===== config.mk =====
export PLATFORM = sky130hd
export DESIGN_NAME = temp_to_adc_encoder_flat
export DESIGN_NICKNAME = d
export VERILOG_FILES = /design/src/rtl/temp_to_adc_encoder_pkg.sv /design/src/rtl/temp_to_adc_encoder_if.sv /design/src/rtl/temp_to_adc_encoder_serial_divider_step.sv /design/src/rtl/temp_to_adc_encoder.sv /design/src/flat_wrapper.sv
export SDC_FILE = /design/constraint.sdc
export NUM_CORES = 1
export LEC_CHECK = 0
export CAP_MARGIN = 30
export CELL_PAD_IN_SITES_DETAIL_PLACEMENT = 0
export CELL_PAD_IN_SITES_GLOBAL_PLACEMENT = 2
export CORE_UTILIZATION = 34
export CTS_BUF_LIST = sky130_fd_sc_hd__clkbuf_16
export CTS_CLUSTER_DIAMETER = 60
export DETAILED_ROUTE_END_ITERATION = 8
export PLACE_DENSITY = 0.87
export REMOVE_ABC_BUFFERS = 1
export SYNTH_ARGS = -nofsm -noshare
export SYNTH_HDL_FRONTEND = slang
export SYNTH_SLANG_ARGS = --single-unit

===== constraint.sdc =====
create_clock -name clk -period 6.35 [get_ports clk]
set_input_delay 0.9525 -clock clk [delete_from_list [all_inputs] [get_ports clk]]
set_output_delay 0.9525 -clock clk [all_outputs]
set_load 0.01 [all_outputs]

===== src/rtl/temp_to_adc_encoder_pkg.sv =====
// Shared constants and types for the Celsius-to-ADC-code encoder.
package temp_enc_pkg;

    localparam int MAG_W      = 15;
    localparam int DIV_SHIFT  = 6;
    localparam int DIVIDEND_W = 38;
    localparam logic [MAG_W-1:0] SAT_MAG = 15'h7FFF;

    typedef enum logic [1:0] {IDLE, LOAD, DIV, DONE} state_e;

    typedef struct packed {
        logic             sign;
        logic [MAG_W-1:0] mag;
    } adc_code_t;

endpackage


===== src/rtl/temp_to_adc_encoder_if.sv =====
// Request/response bus of the encoder: setpoint in, signed-magnitude ADC code out.
interface temp_to_adc_encoder_if;
    import temp_enc_pkg::*;

    logic        req_valid;
    logic        req_ready;
    logic [31:0] tc_base;
    logic [7:0]  tc_ref;
    logic [31:0] tempc;
    logic        rsp_valid;
    logic        rsp_ready;
    adc_code_t   adc_data;
    logic        div_err;

    modport master (
        output req_valid, tc_base, tc_ref, tempc, rsp_ready,
        input  req_ready, rsp_valid, adc_data, div_err
    );

    modport slave (
        input  req_valid, tc_base, tc_ref, tempc, rsp_ready,
        output req_ready, rsp_valid, adc_data, div_err
    );

endinterface


===== src/rtl/temp_to_adc_encoder_serial_divider_step.sv =====
// One restoring-division step: shift in a dividend bit, subtract divisor if it fits.
module serial_divider_step (
    input  logic [15:0] rem_i,
    input  logic        bit_i,
    input  logic [15:0] div_i,
    output logic [15:0] rem_o,
    output logic        q_o
);
    logic [16:0] trial;

    always_comb begin
        trial = {rem_i, bit_i};
        q_o   = (trial >= {1'b0, div_i});
        rem_o = q_o ? 16'(trial - {1'b0, div_i}) : trial[15:0];
    end

endmodule


===== src/rtl/temp_to_adc_encoder.sv =====
// Inverts temp = base +/- adc_mag*ref^2/64 with a 15-step serial divider.
// Optional macro TEMP_ENC_ROUND_NEAREST_EN selects round-to-nearest instead of floor.
module temp_to_adc_encoder
    import temp_enc_pkg::*;
(
    input  logic                   clk,
    input  logic                   rst_n,
    temp_to_adc_encoder_if.slave   bus
);
    state_e           state_q;
    logic [3:0]       cnt_q;
    logic [31:0]      tempc_q, base_q;
    logic [7:0]       ref_q;
    logic             sign_q, sat_q, err_q;
    logic [15:0]      div_q, rem_q;
    logic [MAG_W-1:0] lo_q, quo_q;
    adc_code_t        adc_q;
    logic             rsp_valid_q, req_ready_q, div_err_q;

    // Extra top bit keeps the rounding add from wrapping before the saturation test.
    logic [15:0]           ref2_d;
    logic                  sign_d;
    logic [31:0]           diff_d;
    logic [DIVIDEND_W:0]   dvd_d;
    logic                  sat_d;

    always_comb begin
        ref2_d = {8'b0, ref_q} * {8'b0, ref_q};
        sign_d = (tempc_q < base_q);
        diff_d = sign_d ? (base_q - tempc_q) : (tempc_q - base_q);
        dvd_d  = {1'b0, diff_d, {DIV_SHIFT{1'b0}}};
`ifdef TEMP_ENC_ROUND_NEAREST_EN
        dvd_d  = dvd_d + {24'b0, ref2_d[15:1]};
`else
        dvd_d  = dvd_d;
`endif
        sat_d  = (ref2_d == 16'd0) || (dvd_d >= {8'b0, ref2_d, 15'b0});
    end

    logic [15:0] rem_nx;
    logic        q_nx;

    serial_divider_step u_step (
        .rem_i (rem_q),
        .bit_i (lo_q[MAG_W-1]),
        .div_i (div_q),
        .rem_o (rem_nx),
        .q_o   (q_nx)
    );

    // Count 0..14 are division steps; count 15 registers the result.
    always_ff @(posedge clk or negedge rst_n) begin
        if (!rst_n) begin
            state_q     <= IDLE;
            cnt_q       <= '0;
            tempc_q     <= '0;
            base_q      <= '0;
            ref_q       <= '0;
            sign_q      <= 1'b0;
            sat_q       <= 1'b0;
            err_q       <= 1'b0;
            div_q       <= '0;
            rem_q       <= '0;
            lo_q        <= '0;
            quo_q       <= '0;
            adc_q       <= '0;
            rsp_valid_q <= 1'b0;
            req_ready_q <= 1'b1;
            div_err_q   <= 1'b0;
        end else begin
            case (state_q)
                IDLE: begin
                    if (bus.req_valid) begin
                        tempc_q     <= bus.tempc;
                        base_q      <= bus.tc_base;
                        ref_q       <= bus.tc_ref;
                        req_ready_q <= 1'b0;
                        state_q     <= LOAD;
                    end
                end
                LOAD: begin
                    sign_q  <= sign_d;
                    sat_q   <= sat_d;
                    err_q   <= (ref2_d == 16'd0);
                    div_q   <= ref2_d;
                    // Below saturation the top dividend bits are already smaller than ref2.
                    rem_q   <= dvd_d[30:15];
                    lo_q    <= dvd_d[14:0];
                    quo_q   <= '0;
                    cnt_q   <= '0;
                    state_q <= DIV;
                end
                DIV: begin
                    cnt_q <= cnt_q + 4'd1;
                    if (cnt_q == 4'(MAG_W)) begin
                        adc_q       <= {sign_q, (sat_q ? SAT_MAG : quo_q)};
                        div_err_q   <= err_q;
                        rsp_valid_q <= 1'b1;
                        state_q     <= DONE;
                    end else begin
                        rem_q <= rem_nx;
                        lo_q  <= {lo_q[MAG_W-2:0], 1'b0};
                        quo_q <= {quo_q[MAG_W-2:0], q_nx};
                    end
                end
                DONE: begin
                    if (bus.rsp_ready) begin
                        rsp_valid_q <= 1'b0;
                        req_ready_q <= 1'b1;
                        state_q     <= IDLE;
                    end
                end
                default: state_q <= IDLE;
            endcase
        end
    end

    assign bus.req_ready = req_ready_q;
    assign bus.rsp_valid = rsp_valid_q;
    assign bus.adc_data  = adc_q;
    assign bus.div_err   = div_err_q;

endmodule


===== src/flat_wrapper.sv =====
// flat-port wrapper written by rule: the top's interface ports become plain ports
module temp_to_adc_encoder_flat import temp_enc_pkg::*;
  (clk, rst_n, bus_req_valid, bus_tc_base, bus_tc_ref, bus_tempc, bus_rsp_ready, bus_req_ready, bus_rsp_valid, bus_adc_data, bus_div_err);
  temp_to_adc_encoder_if bus_i ();
  input  logic clk;
  input  logic rst_n;
  input wire logic [$bits(bus_i.req_valid)-1:0] bus_req_valid;
  input wire logic [$bits(bus_i.tc_base)-1:0] bus_tc_base;
  input wire logic [$bits(bus_i.tc_ref)-1:0] bus_tc_ref;
  input wire logic [$bits(bus_i.tempc)-1:0] bus_tempc;
  input wire logic [$bits(bus_i.rsp_ready)-1:0] bus_rsp_ready;
  output wire logic [$bits(bus_i.req_ready)-1:0] bus_req_ready;
  output wire logic [$bits(bus_i.rsp_valid)-1:0] bus_rsp_valid;
  output wire logic [$bits(bus_i.adc_data)-1:0] bus_adc_data;
  output wire logic [$bits(bus_i.div_err)-1:0] bus_div_err;
  assign bus_i.req_valid = bus_req_valid;
  assign bus_i.tc_base = bus_tc_base;
  assign bus_i.tc_ref = bus_tc_ref;
  assign bus_i.tempc = bus_tempc;
  assign bus_i.rsp_ready = bus_rsp_ready;
  assign bus_req_ready = bus_i.req_ready;
  assign bus_rsp_valid = bus_i.rsp_valid;
  assign bus_adc_data = bus_i.adc_data;
  assign bus_div_err = bus_i.div_err;
  temp_to_adc_encoder u_core (.clk(clk), .rst_n(rst_n), .bus(bus_i));
endmodule

==> impl_results.md, run 1 <==
- Maximum capacitance violations: 0
- Kind of end point of the critical path: flop
- Root buf cell: sky130_fd_sc_hd__clkbuf_16
- Final routed wire length divided by cell count: 16.59 um
- Leading register cell type out of synthesis: sky130_fd_sc_hd__dfrtp_1
- Number of antenna-violating nets in the routed design: 0
- Path type of the worst setup path: flop to flop
- Post-Syn Instances: 1467
- Slew margin rel.: 35.57%
- Final HPWL from detailed placement: 26.51 mm
- Number of CTS-inserted buffers: 17
- Post-synthesis async set-or-reset flop share: 100.0%
- Clock skew: 0.01267 ns
- # rows: 70
- Overall overflow remaining after global route: 0
- Number of nets in the finished design: 1778
- Met1 layer usage reported by global route: 23.74%
- Pin count of the biggest net entering global routing: 101
- Overall die area: 0.03865 sq mm
- Transition time at the pin with the least slew margin: 0.9665 ns
- CTS tree: done
- Fraction of the cycle the final worst path needs: 94.19%
- Setup violations, final: 0
- Buffers and inverters on the worst path: 4
- Final routed wirelength across all metal layers: 34.23 mm
- Number of enable-type register cells in the synthesized netlist: 0
- Synthesis-stage register bit count: 155
- Number of clock sinks seen by CTS: 155
- Final Hold Fails: 0
- Average via count per standard cell: 5.168
- Number of violations reported at the end of detailed-routing iteration 0: 550
- Synthesized area per cell: 8.775 sq um
- Total DRC errors in the routed layout: 0
- Critical path startpoint category: flop
- Clk slew on worst S/H paths: 0.08 ns
- Synth-to-Final Area Change: 18.44%
- Sequential share of the synthesized area: 30.14%
- H-tree depth reported by CTS: 4
- Routed via count: 10660
- Fmax achieved: 167.2 MHz
- First-pass GRT wire length: 55.83 mm
- Number of antenna violations at the first check in global routing: 0
- Busiest metal layer after global routing: met2
- Biggest cell delay along the critical path: 0.56 ns
- Floorplan die height: 196.6 um
- RSZ-0062 raised after global routing: false
- Number of hold buffers added after CTS: 0
- Cell breakdown of the critical path: nand2_2, inv_1, fa_1, fa_1, inv_1, fa_1, fa_1, inv_1, ha_4, nor3_1, nor2_2, a311oi_1, xnor2_1, inv_1, ha_1, nand4_1, nor4_2, nand4_1, a2111oi_0, nor4b_2, a2111oi_4, nor2_1
- Weighted congestion at the end of routability-driven global placement: 0.9234
- Overall die width: 196.6 um
- Final Slew Violations: 0
- Source-to-sink clock delay at the later pin of the worst-skew pair: 0.44 ns
- Grt met3 use: 2.173%
- Total global-route track usage: 18.16%
- CP max stage cell: sky130_fd_sc_hd__fa_1
- Type of the worst min-delay path: primary input to async pin
- Outcome: complete, no violations
- Crit-path max FO: 7
- Data arrival time of the critical path: 6.36 ns
- Area of the mapped netlist: 0.01287 sq mm
- Warnings, synthesis: 0
- Global routing met2 resource utilization: 31.69%
- Share of the core filled with cells in the final layout: 41.25%
- Delay-heaviest family, CP: adder cells
- Count of port buffers added during placement: 94
- Maximum root-to-sink buffer count: 2
- Vias in the first global route: 10610
- Core footprint: 0.03696 sq mm
- Effective utilization at floorplan: 34.83%
- Share of post-route cells with drive strength above 1: 13.98%
- Final critical delay including setup and external delays: 5.981 ns
- Fill cell total of the finished layout: 3831
- Antenna cells: 0
- CP required: 6.73 ns
- Setup tns final: 0 ns
- Unique cell type count in the Yosys netlist: 86
- Count of pins on the block boundary: 95
- DR pass1 iterations: 5
-- metrics by stage --
step           hold slack [ns]  std cells  worst slack [ns]  instance area [sq um]
3_3_place_gp            0.4664       2021            0.1504                  14340
3_5_place_dp            0.4709       2022           0.03727                  14350
6_report                0.4287       2063            0.3688                  15250
5_1_grt                 0.4538       2063          0.007208                  15250
4_1_cts                 0.4876       2054           0.03162                  14960
2_1_floorplan           0.4497       1396            0.4529                  12550
-- cells in the mapped netlist, drive strengths merged, types with 34 or more instances --
cell type	instances	area (sq um)
nand3	34	175.2
a21oi	105	544.3
a21o	40	300.3
dfrtp	154	3854
nand2	136	510.5
clkbuf	48	181.4
nor2	72	272.8
mux2	80	900.9
ha	130	1627
inv	162	608.1
o21ai	99	499.2
xnor2	35	306.5
-- logic make-up (layout without fill, tap and decap cells) --
family	Yosys count	count (layout)	share of synthesized area (%)
AO/OA/AOI/OAI	379	379	18.83
buffers and inverters	233	325	7.202
AND/OR/NAND/NOR	389	389	14.81
adder cells (fa/ha/maj)	156	156	16.68
multiplexers	105	105	8.942
XOR/XNOR	50	50	3.402
flip-flops	155	155	30.14
-- repair_timing --
action,in CTS,in global routing
resized for setup,0,47
setup buffers,0,8
endpoints found under the hold margin,0,0
endpoints found under the setup margin,1,1
pin swaps,1,19
-- layout by cell type (no fill, tap or decap), types with 17 or more instances in the layout --
cell type / count
sky130_fd_sc_hd__mux2i_1: 25
sky130_fd_sc_hd__nand2_1: 131
sky130_fd_sc_hd__o21bai_1: 18
sky130_fd_sc_hd__o21ai_0: 93
sky130_fd_sc_hd__nand4_1: 21
sky130_fd_sc_hd__clkdlybuf4s50_1: 93
sky130_fd_sc_hd__ha_1: 123
sky130_fd_sc_hd__inv_1: 159
sky130_fd_sc_hd__dfrtp_1: 150
sky130_fd_sc_hd__and2_1: 24
sky130_fd_sc_hd__buf_4: 35
sky130_fd_sc_hd__a21o_1: 40
sky130_fd_sc_hd__nand3_1: 33
sky130_fd_sc_hd__clkbuf_16: 17
sky130_fd_sc_hd__a21oi_1: 97
sky130_fd_sc_hd__nor3_1: 23
sky130_fd_sc_hd__nor2_1: 68
sky130_fd_sc_hd__xnor2_1: 33
sky130_fd_sc_hd__mux2_2: 80
sky130_fd_sc_hd__fa_1: 24
-- per-layer routing --
layer	vias to the layer above	share of wire, %
li1	5273	-
met1	5178	46
met2	192	50
met3	18	2.9
met4	0	1.0
met5	-	0
-- flip-flops by register name (all words and copies together) (netlist names) --
| register | cells |
|---|---|
| u_core.rem_q | 16 |
| u_core.err_q | 1 |
| u_core.lo_q | 9 |
| u_core.base_q | 32 |
| u_core.div_q | 15 |
| u_core.cnt_q | 4 |
| u_core.bus.rsp_valid | 1 |
| u_core.tempc_q | 32 |
| u_core.ref_q | 8 |
| u_core.sign_q | 1 |
| u_core.bus.div_err | 1 |
| u_core.bus.req_ready | 1 |
| u_core.quo_q | 15 |
| u_core.bus.adc_data | 16 |
| u_core.sat_q | 1 |
| u_core.state_q | 2 |
-- layout make-up --
cell class / count / area (sq um) / area share [%]
Tap cell: 504 / 630.6 / 4.136
Timing Repair Buffer: 131 / 1244 / 8.157
Clock inverter: 15 / 188.9 / 1.239
Sequential cell: 155 / 3885 / 25.48
Inverter: 162 / 610.6 / 4.005
Multi-Input combinational cell: 1079 / 8263 / 54.19
Clock buffer: 17 / 425.4 / 2.790
-- worst paths after layout --
| kind | startpoint | to | slack (ns) | depth (start not counted) |
|---|---|---|---|---|
| max | u_core.ref_q[3] | u_core.sat_q | 0.37 | 22 |
| min | rst_n | u_core.base_q[24] | 0.43 | 1 |
| max reg2reg | u_core.ref_q[3] | u_core.sat_q | 0.37 | 22 |
| min reg2reg | u_core.bus.adc_data[7] | u_core.bus.adc_data[7] | 0.48 | 2 |
| max in group asynchronous | rst_n | u_core.div_q[3] | 4.76 | 2 |
| min in group clk | u_core.bus.adc_data[7] | u_core.bus.adc_data[7] | 0.48 | 2 |
Power of run 1 is not shown: default switching activity piles up to over one toggle a cycle in this logic, so the estimate is an artifact.
==> run 2: changes to the inputs <==
Settings changed: CORE_UTILIZATION 34 to 40, PLACE_DENSITY 0.87 to 0.95.
Clock period 6.35 ns to 7.35 ns, I/O delays scaled along.
==> run 2 against run 1 <==
  * Final area is 3.7% lower
  * Non-clock buffer count decreased by 26
  * Worst setup slack improved by 0.47 ns
  * Utilization grew 5.2 points
==> impl_results.md, run 2 (same netlist as run 1, synthesis figures left out) <==
- Core footprint: 0.03164 sq mm
- Post-CTS Setup Bufs: 0
- Final critical delay including setup and external delays: 6.513 ns
- Count of port buffers added during placement: 94
- Vias in the first global route: 10780
- Cell breakdown of the critical path: and2_1, ha_1, a31o_2, fa_1, inv_1, fa_1, fa_1, inv_1, ha_1, nor3_1, o21ai_0, a31oi_1, xnor2_1, inv_1, ha_1, a21o_1, a21o_1, a211oi_1, o21ai_0, or3b_1, a2111o_1, a2111oi_1, nor2_1
- Hold_sp: u_core.bus.adc_data[11]
- RSZ-0062 raised after global routing: false
- Data arrival time of the critical path: 6.85 ns
- Effective utilization at floorplan: 40.69%
- Final routed wire length divided by cell count: 17.08 um
- Reg2Reg Capture Point: u_core.sat_q
- Count of pins on the block boundary: 95
- Kind of end point of the critical path: flop
- Hold WS: 0.4822 ns
- Fill cell total of the finished layout: 3031
- Reg-to-reg setup timing slack: 0.84 ns
- Setup violations, final: 0
- Total DRC errors in the routed layout: 0
- DR pass1 iterations: 5
- Weighted congestion at the end of routability-driven global placement: 0.8931
- Multi-input logic area: 0.008073 sq mm
- Clk slew on worst S/H paths: 0.07 ns
- First-pass GRT wire length: 55.47 mm
- Post-cts sizing count: 0
- Floorplan die height: 181.4 um
- Root buf cell: sky130_fd_sc_hd__clkbuf_16
- Maximum root-to-sink buffer count: 2
- H-tree depth reported by CTS: 4
- CP max stage cell: sky130_fd_sc_hd__dfrtp_1
- Worst hold endpoint: u_core.bus.adc_data[11]
- Number of CTS-inserted buffers: 17
- Setup tns final: 0 ns
- Average via count per standard cell: 5.470
- Path type of the worst setup path: flop to flop
- Pin count of the biggest net entering global routing: 93
- Critical path startpoint category: flop
- Commonest non-fill, non-tap cell in the layout: sky130_fd_sc_hd__inv_1
- Number of hold buffers added after CTS: 0
- Final HPWL from detailed placement: 25.50 mm
- Final Hold Fails: 0
- Fraction of the cycle the final worst path needs: 88.61%
- Overall overflow remaining after global route: 0
- Source-to-sink clock delay at the later pin of the worst-skew pair: 0.46 ns
- Overall die width: 181.4 um
- Routed via count: 10580
- # rows: 65
- Synth-to-Final Area Change: 14.08%
- Final routed wirelength across all metal layers: 33.05 mm
- Biggest regs: u_core.base_q (32), u_core.tempc_q (32)
- Transition time at the pin with the least slew margin: 0.9847 ns
- Maximum capacitance violations: 0
- Number of violations reported at the end of detailed-routing iteration 0: 651
- Number of cells traversed by the worst register-to-register path: 23
- Number of clock sinks seen by CTS: 155
- FF/Latch Area: 0.003880 sq mm
- Biggest cell delay along the critical path: 0.54 ns
- CTS tree: done
- Most frequent cells in the layout: sky130_fd_sc_hd__inv_1, sky130_fd_sc_hd__dfrtp_1, sky130_fd_sc_hd__nand2_1
- Outcome: complete, no violations
- Clock skew: 0.01430 ns
- Fmax achieved: 153.6 MHz
- Type of the worst min-delay path: flop to flop
- Number of nets in the finished design: 1752
- Worst hold path stage count: 2
- Share of post-route cells with drive strength above 1: 9.915%
- Number of antenna violations at the first check in global routing: 0
- Slew margin rel.: 34.35%
- Antenna cells: 0
- Crit-path max FO: 13
- Launch point of the worst reg-to-reg path: u_core.ref_q[0]
- Total global-route track usage: 21.09%
- Overall die area: 0.03291 sq mm
- Number of antenna-violating nets in the routed design: 0
- CP required: 7.68 ns
- Final Slew Violations: 0
run 2: changes by cell type in the layout (fill, tap and decap cells not counted), moves of 5 or more:
cell / delta
sky130_fd_sc_hd__buf_4: -24
sky130_fd_sc_hd__ha_1: +7
sky130_fd_sc_hd__ha_4: -5
sky130_fd_sc_hd__inv_6: +5
run 2: area by class of cell:
| type | instances | share of cell area (%) |
|---|---|---|
| multi-input cells | 1079 | 54.97 |
| flip-flops and latches | 155 | 26.42 |
| repair buffers | 105 | 6.977 |
| clock inverters | 15 | 1.176 |
| well taps | 402 | 3.425 |
| inverters | 162 | 4.140 |
| clock buffers | 17 | 2.897 |
run 2: metal layers:
layer  up-vias  wire [um]  track usage, %
met5         -          0               0
met4         0        606           6.203
met3        39       1189           3.610
met2       198      16050           36.15
met1      5128      15210           27.12
li1       5219          -               -
run 2: worst max-delay path, delay by kind of cell, from the launching register on:
kind / cells / cell delay, ns
compound gates: 9 / 2.13
simple gates: 4 / 0.90
xor+xnor: 1 / 0.17
fa+ha+maj: 6 / 2.48
flops: 1 / 0.54
buf+inv: 3 / 0.18
run 2: worst max path at each step:
| stage | cells after the start | start | slack [ns] | end |
|---|---|---|---|---|
| CTS | 23 | u_core.ref_q[0] | 0.83 | u_core.sat_q |
| floorplan | 23 | u_core.ref_q[0] | 1.45 | u_core.sat_q |
| detailed placement | 23 | u_core.ref_q[0] | 0.87 | u_core.sat_q |
| finish | 23 | u_core.ref_q[0] | 0.84 | u_core.sat_q |
| global route | 23 | u_core.ref_q[0] | 0.33 | u_core.sat_q |
| global placement | 23 | u_core.ref_q[0] | 0.96 | u_core.sat_q |
run 2: stage by stage:
step	instance area [sq um]	instances	worst slack, ns	utilization [%]
2_1_floorplan	12550	1396	1.453	-
3_3_place_gp	14090	1903	0.9550	44.53
3_5_place_dp	14090	1903	0.8668	44.53
4_1_cts	14690	1935	0.8293	46.42
5_1_grt	14690	1935	0.3316	46.42
6_report	14690	1935	0.8375	46.42
Power of run 2 is left out for the same reason.
==> run 3: changes to the inputs <==
Settings changed: CORE_ASPECT_RATIO set to 0.75, CORE_MARGIN set to 2.
==> run 3 against run 2 <==
  * Maximum frequency up 1.1%
  * Register-to-register slack improved by 0.07 ns
  * Highest routed layer unchanged
  * Utilization up 0.24 points
==> impl_results.md, run 3 (same netlist as run 1, synthesis figures left out) <==
- Outcome: complete, no violations
- Clock skew: 0.01159 ns
- Root buf cell: sky130_fd_sc_hd__clkbuf_16
- Setup tns final: 0 ns
- Number of nets in the finished design: 1754
- Kind of end point of the critical path: flop
- Weighted congestion at the end of routability-driven global placement: 0.8948
- CP required: 7.68 ns
- Fill cell total of the finished layout: 3041
- Share of post-route cells with drive strength above 1: 9.967%
- CTS tree: done
- Vias in the first global route: 10320
- Crit-path max FO: 13
- Number of clock sinks seen by CTS: 155
- Transition time at the pin with the least slew margin: 0.9561 ns
- Data arrival time of the critical path: 6.78 ns
- Count of port buffers added during placement: 94
- Post-Layout Cell Count: 1941
- Maximum capacitance violations: 0
- Type of the worst min-delay path: flop to flop
- Number of antenna violations at the first check in global routing: 0
- Final critical delay including setup and external delays: 6.443 ns
- Worst hold path stage count: 2
- Fraction of the cycle the final worst path needs: 87.67%
- Commonest non-fill, non-tap cell in the layout: sky130_fd_sc_hd__inv_1
- Setup violations, final: 0
- Total global-route track usage: 21.07%
- Final HPWL from detailed placement: 26.77 mm
- Biggest regs: u_core.base_q (32), u_core.tempc_q (32)
- Clk slew on worst S/H paths: 0.07 ns
- Source-to-sink clock delay at the later pin of the worst-skew pair: 0.45 ns
- Area post-placement: 0.01411 sq mm
- H-tree depth reported by CTS: 4
- Dpl cells: 1909
- Critical path startpoint category: flop
- Floorplan die height: 159.4 um
- Number of antenna-violating nets in the routed design: 0
- Synth-to-Final Area Change: 14.02%
- Antenna cells: 0
- DR pass1 iterations: 5
- Post-CTS Setup Bufs: 0
- Final routed wirelength across all metal layers: 34.61 mm
- Hold WS: 0.4767 ns
- # rows: 56
- Final routed wire length divided by cell count: 17.83 um
- Number of CTS-inserted buffers: 17
- Pin count of the biggest net entering global routing: 91
- Count of pins on the block boundary: 95
- Maximum root-to-sink buffer count: 2
- Fmax achieved: 155.2 MHz
- Number of hold buffers added after CTS: 0
- Overall overflow remaining after global route: 0
- Number of cells traversed by the worst register-to-register path: 23
- Post-cts sizing count: 0
- Number of violations reported at the end of detailed-routing iteration 0: 890
- RSZ-0062 raised after global routing: false
- Routed via count: 10760
- Most frequent cells in the layout: sky130_fd_sc_hd__inv_1, sky130_fd_sc_hd__dfrtp_1, sky130_fd_sc_hd__nand2_1
- Path type of the worst setup path: flop to flop
- Total DRC errors in the routed layout: 0
- Final Slew Violations: 0
- Core footprint: 0.03146 sq mm
- Overall die area: 0.03365 sq mm
- Final design instance area without fill: 0.01468 sq mm
- Average via count per standard cell: 5.546
- Final Hold Fails: 0
- Slew margin rel.: 36.26%
- Effective utilization at floorplan: 40.92%
- Overall die width: 211.2 um
- First-pass GRT wire length: 56.16 mm
run 3: metal layers:
layer / global-route usage, % / up-vias / wire (um)
met2: 29.92 / 294 / 14530
met3: 4.438 / 24 / 2169
met1: 32.33 / 5223 / 17550
met4: 4.738 / 0 / 368
li1: - / 5223 / -
met5: 0 / - / 0
run 3: path summary, 6_finish.rpt:
path / start / end / slack [ns]
max reg2reg: u_core.ref_q[0] / u_core.sat_q / 0.91
max in group asynchronous: rst_n / u_core.tempc_q[13] / 5.27
min reg2reg: u_core.bus.adc_data[9] / u_core.bus.adc_data[9] / 0.48
min in group asynchronous: rst_n / u_core.cnt_q[1] / 0.68
max: u_core.ref_q[0] / u_core.sat_q / 0.91
min: u_core.bus.adc_data[9] / u_core.bus.adc_data[9] / 0.48
run 3: area by class of cell:
cell class | count | area [sq um] | share of cell area, %
inverter | 162 | 608.1 | 4.143
sequential | 155 | 3880 | 26.43
clock buffer | 17 | 425.4 | 2.898
tap | 406 | 508.0 | 3.461
clock inverter | 15 | 140.1 | 0.9546
timing repair buffer | 107 | 1040 | 7.083
multi-input combinational | 1079 | 8078 | 55.03
run 3: metrics by stage:
stage          worst slack, ns  utilization (%)
2_1_floorplan            1.453                -
3_3_place_gp             1.026            44.86
3_5_place_dp            0.9266            44.86
4_1_cts                 0.9108            46.66
5_1_grt                 0.5415            46.66
6_report                0.9065            46.66
run 3: worst max-delay path: stages (launching register included):
cell	delay, ns
sky130_fd_sc_hd__dfrtp_1	0.51
sky130_fd_sc_hd__and2_1	0.26
sky130_fd_sc_hd__ha_1	0.36
sky130_fd_sc_hd__a31o_2	0.28
sky130_fd_sc_hd__fa_1	0.50
sky130_fd_sc_hd__inv_1	0.05
sky130_fd_sc_hd__fa_1	0.51
sky130_fd_sc_hd__fa_1	0.55
sky130_fd_sc_hd__inv_1	0.05
sky130_fd_sc_hd__ha_1	0.25
sky130_fd_sc_hd__nor3_1	0.18
sky130_fd_sc_hd__o21ai_0	0.20
sky130_fd_sc_hd__a31oi_1	0.26
sky130_fd_sc_hd__xnor2_1	0.17
sky130_fd_sc_hd__inv_1	0.08
sky130_fd_sc_hd__ha_1	0.33
sky130_fd_sc_hd__a21o_1	0.17
sky130_fd_sc_hd__a21o_1	0.17
sky130_fd_sc_hd__a211oi_1	0.22
sky130_fd_sc_hd__o21ai_0	0.13
sky130_fd_sc_hd__or3b_1	0.37
sky130_fd_sc_hd__a2111o_1	0.30
sky130_fd_sc_hd__a2111oi_1	0.37
sky130_fd_sc_hd__nor2_1	0.07
Power of run 3 is left out for the same reason.
